`src/rtl/desserializador_8bits.sv`:
```
// Serial-in/parallel-out converter with valid/ready on both sides and a double-buffered output.
// Optional even-parity framing is enabled with the DESSERIALIZADOR_PARIDADE_EN macro.
module desserializador_8bits #(
  parameter int unsigned WIDTH     = 8,
  parameter int unsigned MSB_FIRST = 1,
`ifdef DESSERIALIZADOR_PARIDADE_EN
  localparam int unsigned LAST     = WIDTH,
`else
  localparam int unsigned LAST     = WIDTH - 1,
`endif
  localparam int unsigned CW       = $clog2(LAST + 1)
) (
  input  logic             clk,
  input  logic             clr,
  input  logic             din,
  input  logic             din_valid,
  output logic             din_ready,
  output logic [WIDTH-1:0] dout,
  output logic             dout_valid,
  input  logic             dout_ready,
`ifdef DESSERIALIZADOR_PARIDADE_EN
  output logic             erro_paridade,
`endif
  output logic [CW-1:0]    bit_count
);

  logic [WIDTH-1:0] r_shift;
  logic [WIDTH-1:0] r_dout;
  logic [CW-1:0]    r_count;
  logic             r_valid;

  logic             w_last;
  logic             w_accept;
  logic             w_done;
  logic             w_load;
  logic             w_shift_en;
  logic [WIDTH-1:0] w_shift_nxt;
  logic [WIDTH-1:0] w_word;

  assign w_last = (r_count == CW'(LAST));

  // Only the closing bit of a frame can be stalled, and only while the buffered word is held.
  assign din_ready = !clr && !(w_last && r_valid && !dout_ready);
  assign w_accept  = din_valid && din_ready;
  assign w_done    = w_accept && w_last;

  assign w_shift_nxt = (MSB_FIRST != 0) ? {r_shift[WIDTH-2:0], din}
                                        : {din, r_shift[WIDTH-1:1]};

`ifdef DESSERIALIZADOR_PARIDADE_EN
  logic w_par_ok;
  logic r_perr;

  // The parity bit is checked against the already-assembled data, never shifted in.
  assign w_par_ok      = ~(^{r_shift, din});
  assign w_shift_en    = w_accept && !w_last;
  assign w_word        = r_shift;
  assign w_load        = w_done && w_par_ok;
  assign erro_paridade = r_perr;

  always_ff @(posedge clk or posedge clr) begin
    if (clr) begin
      r_perr <= 1'b0;
    end else begin
      r_perr <= w_done && !w_par_ok;
    end
  end
`else
  assign w_shift_en = w_accept;
  assign w_word     = w_shift_nxt;
  assign w_load     = w_done;
`endif

  always_ff @(posedge clk or posedge clr) begin
    if (clr) begin
      r_shift <= '0;
      r_count <= '0;
      r_dout  <= '0;
      r_valid <= 1'b0;
    end else begin
      if (w_shift_en) begin
        r_shift <= w_shift_nxt;
      end
      if (w_accept) begin
        r_count <= w_last ? '0 : r_count + 1'b1;
      end
      // A word completing on a consume edge replaces the old one without a bubble.
      if (w_load) begin
        r_dout  <= w_word;
        r_valid <= 1'b1;
      end else if (dout_ready) begin
        r_valid <= 1'b0;
      end
    end
  end

  assign dout       = r_dout;
  assign dout_valid = r_valid;
  assign bit_count  = r_count;

endmodule

```
`config.mk`:
```
export PLATFORM = sky130hd
export DESIGN_NAME = desserializador_8bits
export DESIGN_NICKNAME = d
export VERILOG_FILES = /design/src/rtl/desserializador_8bits.sv
export SDC_FILE = /design/constraint.sdc
export NUM_CORES = 1
export LEC_CHECK = 0
export BUFFER_PORTS_ARGS = -buffer_cell sky130_fd_sc_hd__buf_2
export CORE_MARGIN = 1.5
export CORE_UTILIZATION = 50
export DETAILED_ROUTE_END_ITERATION = 10
export GPL_ROUTABILITY_DRIVEN = 1
export PLACE_DENSITY = 0.77
export SLEW_MARGIN = 0
export SYNTH_ARGS = -nofsm -noshare
export SYNTH_HDL_FRONTEND = slang
export SYNTH_SLANG_ARGS = --single-unit
```
`constraint.sdc`:
```
create_clock -name clk -period 2.3 [get_ports clk]
set_clock_uncertainty 0.05 [all_clocks]
set_input_delay 0.23 -clock clk [delete_from_list [all_inputs] [get_ports clk]]
set_output_delay 0.23 -clock clk [all_outputs]
set_load 0.05 [all_outputs]
```
; After elaboration in Yosys (flattened, before gate mapping)
; Cells that the tools add are included.
[word_totals]
regBits = 19
inputBits = 5
output_inout_bits = 13
word_cells = 18
[op_classes]
addsub = 1
n_eq_ne = 1
muxes = 3
n_reduce_logical = 9
[ops]
columns = operator, n
row1 = 1-bit logical AND, 5
row2 = 3-bit by 1-bit adder with 3-bit output (second input constant), 1
row3 = 3-bit == test (second input constant), 1
row4 = 1-bit zero test, 3
row5 = 3-bit two-way mux, 1
row6 = 1-bit two-way mux, 2
row7 = 2-bit nonzero test, 1

; Logic depth before layout (Yosys ltp)
; Gate-level depths: netlist of run 1.
[depth]
depth_word = 8
depth_mapped = 5
mapped_depth_nobuf = 5

; Least setup slack after synthesis of run 1
; OpenSTA, ideal clock, no wires.
[synth_path]
path_type = register to register
from = register r_count[0] (netlist: bit_count[0])
to = register r_count[0] (netlist: bit_count[0])
setup_ns = 0.125
arrival_time_ns = 1.771
t_required_ns = 2.125
path_slack_ns = 0.355
stages_incl_launch_ff = 6
n_path_buf = 0
period_less_slack_ns = 1.945
path_cell_list = dfrtp_1 ha_1 ha_1 inv_1 o21ai_4 mux2_2
[synth_via]
elab_chain_len = 6
elab_cells_between_ends = 8
cone_classes = 1 x add/sub / 1 x eq/ne / 1 x mux / 5 x reduce/logical
[synth_lines]
columns = item, line_no
row1 = from (decl), 29  ; logic [CW-1:0] r_count;
row2 = from (signal assigned), 85  ; r_count <= w_last ? '0 : r_count + 1'b1;
row3 = "parallel branches: the longest is 6 deep, another holds 3-bit by 1-bit adder with 3-bit output", -
; Several ways; the timed one is not identified.
; A chain may end at the register's enable or synchronous reset.

; Worst setup path after layout of run 1
[layout_path]
from = register r_count[0] (netlist: bit_count[0])
to = output din_ready
[layout_via]
elab_chain_len = 5
[layout_lines]
columns = item, line_no
row1 = 3-bit == test, 40  ; assign w_last = (r_count == CW'(LAST));
row2 = 1-bit logical AND (2 in series), 43  ; assign din_ready = !clr && !(w_last && r_valid && !dout_ready);
row3 = 1-bit zero test, 43
row4 = 1-bit logical AND, 43
row5 = to (decl), 17  ; output logic din_ready,
; No other way between the ends.

==> out/metrics.yaml, run 1 <==
cts:
  clock-sinks: 19
  cts_made_buffers: 3
  clk_latency_ns: 0.30
  path_clk_slew_ns: 0.10
  cts_buffer_depth: 2
  cts_tree: "yes"
  postCtsSetupRepairBufs: 0
  clockRootBuffer: "clkbuf_4"
  cts_max_level: 1
timing:
  finalWorstSetupSlack_ns: 0.365
  slew_headroom_pct: 77.8
  tns_ns: 0
  rsz0062_at_grt: "no"
  finalCritPeriodShare_pct: 84.1
  fmax_mhz: 517
  setup_viol: 0
  fin_crit_ns: 1.93
  worstMarginPinSlew_ns: 0.331
  hold_violations: 0
  timing.final.max_slew_violations: 0
global_route:
  grt_pass1_wl_mm: 2.11
  grt.total_usage_pct: 16.6
  first_global_vias: 467
  grt_antenna_before_repair: 0
  grt_overflow: 0
  grt_start_max_net_pins: 20
detailed_routing:
  wl_per_cell_um: 13.0
  wl_met1_um: 521
  drt-initial-drc-count: 0
  dr.pass1.iters: 1
  vias: 448
  wl_met2_um: 527
  avgViaCountPerCell: 5.09
  dr_wl_met3_um: 45
  drt-total-wl_mm: 1.14
  antenna_left: 0
  dr.max_layer_used: "met4"
  drcViolationCount: 0
final_layout:
  nets: 80
  final_core_util_pct: 62.7
  fin_area_um2: 933
  drive_gt1_share_pct: 59.7
  area_growth_pct: 17.3
  multi_input_area_um2: 302
  fillers: 111
  final_cells: 88
  antennaDiodeCount: 0
  seq_area_um2: 475
floorplan:
  die_h_um: 42.9
  core_um2: 1490
  initial_utilization_pct: 53.4
  die_area_um2: 1840
  num_rows: 14
  die_w_um: 42.9
  pin_count: 18
placement:
  pre_cts_slack_ns: 0.575
  io_buffers: 17
  gp_congestion: 0.732
  place_area_um2: 897
  hpwl_um: 829
  placed_cells: 83
synthesis:
  ys_top_cells_by_area: "dfrtp_1 (60%), mux2_2 (25%), ha_1 (3.1%)"
  yosysMostFrequentCell: "dfrtp_1"
  synth_cell_type_count: 12
  yosys_warnings: 0
  synth_top_cell_by_area: "dfrtp_1"
  synth_ff_type: "dfrtp_1"
  async_flop_share_pct: 100
  netlist_area_um2: 796
  synth.net_count: 57
  synth_top_area_share_pct: 59.7
  synthTopCellsByCount: "dfrtp_1 (19), mux2_2 (18), ha_1 (2), inv_1 (2), nand2_1 (2)"
  syn_area_per_cell_um2: 15.9
  netlist_instances: 50
  seq_area_frac_synth_pct: 59.7
  synth_seq_cells: 19
  synth_edf_count: 0
worst_setup_path:
  crit_fanout: 4
  path_class: "reg -> out"
  worstSetupStartpointType: "register"
  cp_slowest_cell: "dfrtp_1"
  path_cells: "ha_1 > ha_1 > inv_1 > o21a_1 > buf_2"
  crit_path_end_kind: "primary output"
  cpMostUsedCell: "ha_1"
  crit_required_ns: 2.02
  critPathMaxStageDelay_ns: 0.42
  critPathArrivalTime_ns: 1.65
power:
  seq_power_share_pct: 40.0
  combPwrFrac_pct: 48.0
  power_leakage_nw: 0.469
  ir_drop_mv: 0.915
  p_per_area_nw_per_um2: 1490
  power_frac_clock_pct: 12.0
  swShare_pct: 46.0
  power_switching_w: 0.000637
  p_int_w: 0.000749
flow_run:
  maxCapViolations: 0
outcome:
  status: "complete, no violations"
hold_path:
  hp-class: "in -> reg"
==> repair_timing <==
action                                  4_1_cts  5_1_grt
gates resized for setup                       0        0
hold buffers                                  1        0
endpoints found under the hold margin        19        0
endpoints found under the setup margin        0        0
==> metrics by stage <==
stage               hold WS, ns  total power (W)
finish                    0.120          0.00139
global route              0.114          0.00148
CTS                       0.111          0.00141
detailed placement        0.283          0.00124
global placement          0.274          0.00122
floorplan                 0.140          0.00109
==> per-layer routing <==
| metal | track usage [%] | vias to the layer above |
|---|---|---|
| met5 | 0 | - |
| met4 | 13.1 | 0 |
| met3 | 3.83 | 5 |
| met2 | 24.5 | 11 |
| met1 | 20.7 | 219 |
| li1 | - | 213 |
==> cell usage in the layout (no fill, tap or decap), drive strengths merged <==
cell         netlist  final
inv                2      2
ha                 2      2
mux2              18     18
o21a               1      1
o21ai              1      1
nor2               1      1
dlygate4sd3        0      1
nand2b             1      1
clkbuf             0      4
and3               1      1
nor2b              1      1
dfrtp             19     19
buf                1     18
nand2              2      2
==> sequential cells by signal (all words and copies together) (netlist names) <==
| register | flops |
|---|---|
| dout | 8 |
| r_shift | 7 |
| dout_valid | 1 |
| bit_count | 3 |
==> logic make-up after synthesis <==
logic type,Yosys count,share of synthesized area (%)
adders and majority gates,2,3.14
AOI/OAI and AO/OA,2,2.99
DFF,19,59.7
and+or+nand+nor,6,6.29
buffers and inverters,3,2.36
muxes,18,25.5
==> path summary, 6_finish.rpt <==
check                        startpoint         end  slack [ns]  cells after the start
setup / recovery           bit_count[0]   din_ready        0.37                      5
hold / removal                      din  r_shift[0]        0.12                      2
setup reg to reg           bit_count[0]  r_shift[1]        0.57                      5
hold reg to reg                 dout[1]     dout[1]        0.46                      1
max in group asynchronous           clr     dout[4]        1.50                      4
min in group asynchronous           clr  dout_valid        0.50                      4
==> cell type report <==
| class | count | area share, % |
|---|---|---|
| sequential | 19 | 50.9 |
| multi-input combinational | 28 | 32.3 |
| timing repair buffer | 19 | 11.0 |
| clock buffer | 4 | 2.82 |
| tap | 16 | 2.14 |
| inverter | 2 | 0.804 |
==> critical path: cells and delay by family, from the launching register on <==
kind                     cells  cell delay, ns
buffers and inverters        2            0.38
adder cells (fa/ha/maj)      2            0.43
AO/OA/AOI/OAI                1            0.13
flip-flops                   1            0.42
==> power groups by stage <==
stage	registers [W]	logic, W	clock network, W
global placement	0.000557	0.000661	0
detailed placement	0.000567	0.000672	0
global route	0.000582	0.000712	0.000187
finish	0.000555	0.000665	0.000166
CTS	0.000559	0.000674	0.000177
floorplan	0.000889	0.000199	0
(Power assumes the default switching activity.)
==> inputs of run 2 (changes only) <==
Settings changed: ABC_AREA from default to 1, CORE_UTILIZATION 50 to 46, PLACE_DENSITY 0.77 to 0.74.
Clock period 2.3 ns to 1.7 ns, I/O delays scaled along.
==> out/metrics.yaml, run 2 <==
outcome:
  status: "complete, no violations"
floorplan:
  die_h_um: 46.0
  die_w_um: 46.0
  die_area_um2: 2120
  core_um2: 1730
  num_rows: 15
  pin_count: 18
  initial_utilization_pct: 49.3
synthesis:
  synth.net_count: 86
  yosys.area_share.xor_xnor_pct: 0
  netlist_area_um2: 851
  synth_adder_area_share_pct: 2.94
  synth_compound_area_share_pct: 17.5
  yosysMostFrequentCell: "dfrtp_1"
  synthTopCellsByCount: "dfrtp_1 (19), nand2_1 (18), o21ai_2 (14), inv_1 (11), o21ai_1 (4)"
  synth_seq_cells: 19
  synth_top_cell_by_area: "dfrtp_1"
  synth.area.mux_share_pct: 0
  synth_top_area_share_pct: 55.9
  seq_area_frac_synth_pct: 55.9
  async_flop_share_pct: 100
  synth_top_family_by_area: "compound AO/OA/AOI/OAI gates"
  synth_edf_count: 0
  netlist_instances: 79
  yosys.area_share.simple_pct: 14.4
  synth_ff_type: "dfrtp_1"
  synth_cell_type_count: 14
  ys_top_cells_by_area: "dfrtp_1 (56%), o21ai_2 (14%), nand2_1 (7.9%)"
  syn_area_per_cell_um2: 10.8
  yosys_warnings: 0
detailed_routing:
  drcViolationCount: 0
  vias: 585
  wl_per_cell_um: 11.0
  dr.pass1.iters: 4
  drt-initial-drc-count: 7
  antenna_left: 0
  avgViaCountPerCell: 4.61
  drt-total-wl_mm: 1.40
timing:
  fmax_mhz: 615
  rsz0062_at_grt: "no"
  slew_headroom_pct: 78.8
  tns_ns: 0
  finalCritPeriodShare_pct: 95.6
  worstMarginPinSlew_ns: 0.317
  timing.final.max_slew_violations: 0
  fin_crit_ns: 1.63
  hold_violations: 0
  setup_viol: 0
final_layout:
  nets: 110
  fillers: 165
  largest_reg_flops: 8
  final_cell_mix: "nand2_1 (18), dfrtp_1 (17), buf_2 (16)"
  antennaDiodeCount: 0
  area_growth_pct: 22.1
  drive_gt1_share_pct: 48.0
  final_cells: 127
  final_common_cell: "nand2_1"
global_route:
  grt_antenna_before_repair: 0
  grt_overflow: 0
  grt.total_usage_pct: 15.0
  grt_pass1_wl_mm: 2.18
  first_global_vias: 529
  grt_start_max_net_pins: 21
power:
  power_leakage_nw: 0.521
  ir_drop_mv: 0.868
  p_per_area_nw_per_um2: 1590
cts:
  cts_tree: "yes"
  cts_buffer_depth: 2
  clk_latency_ns: 0.29
  cts_made_buffers: 3
  path_clk_slew_ns: 0.10
  cts_max_level: 1
  clockRootBuffer: "clkbuf_4"
  clock-sinks: 19
hold_path:
  holdPathStages: 3
  hp-class: "in -> reg"
  min_from: "din"
worst_setup_path:
  worstSetupStartpointType: "register"
  crit_required_ns: 1.48
  r2r-start: "bit_count[0]"
  reg2reg_depth: 7
  startpoint: "bit_count[0]"
  path_class: "reg -> out"
  crit_path_end_kind: "primary output"
  crit_fanout: 4
  critPathArrivalTime_ns: 1.41
placement:
  io_buffers: 17
  gp_congestion: 0.723
  hpwl_um: 988
  placed_cells: 120
flow_run:
  maxCapViolations: 0
[run 2: final cells by class]
type	count	area, um2	area share, %
Clock buffer	4	26.3	2.53
Inverter	12	45.0	4.34
Multi-Input combinational cell	45	327	31.4
Sequential cell	19	478	46.0
Tap cell	25	31.3	3.01
Timing Repair Buffer	22	131	12.7
[run 2: stage by stage]
stage	total power, W	hold WS (ns)	utilization, %	cell area, um2	setup slack [ns]
finish	0.00165	0.0828	60.1	1040	0.0740
global route	0.00175	0.107	60.1	1040	0.0251
CTS	0.00165	0.0760	59.6	1030	0.0249
detailed placement	0.00139	0.0739	55.9	966	0.100
global placement	0.00137	0.0709	55.9	966	0.150
floorplan	0.00124	-0.0103	-	868	0.0545
[run 2: worst paths after layout]
kind                       slack [ns]            to
max                              0.07     din_ready
max reg2reg                      0.23  bit_count[1]
min in group asynchronous        0.31  bit_count[2]
min                              0.08       dout[0]
max in group asynchronous        0.85    dout_valid
min reg2reg                      0.44       dout[5]
[run 2: what timing repair did]
action	4_1_cts	5_1_grt
hold endpoints to repair	6	0
endpoints found under the setup margin	1	1
buffers inserted	1	1
resized for setup	4	1
hold buffers	1	0
[run 2: where the power goes]
group	switching [W]	total, W	internal (W)
registers	0.0000765	0.000654	0.000578
clock network	0.000131	0.000223	0.0000912
logic	0.000553	0.000772	0.000219
total	0.000761	0.00165	0.000888
[run 2: critical path: stages, from the launching register on]
cell	delay [ns]
dfrtp_2	0.42
ha_2	0.19
ha_4	0.18
a31oi_4	0.15
buf_6	0.17
[run 2: logic make-up (layout without fill, tap and decap cells)]
family / after synthesis / after routing
flops: 19 / 19
simple gates: 24 / 24
compound gates: 19 / 19
buf+inv: 15 / 38
fa+ha+maj: 2 / 2
[run 2: per-layer routing]
metal | GRT usage [%] | vias up | wire (um)
met5 | 0 | - | 0
met4 | 10.3 | 0 | 12
met3 | 2.78 | 2 | 45
met2 | 23.1 | 11 | 711
met1 | 18.9 | 275 | 634
li1 | - | 297 | -
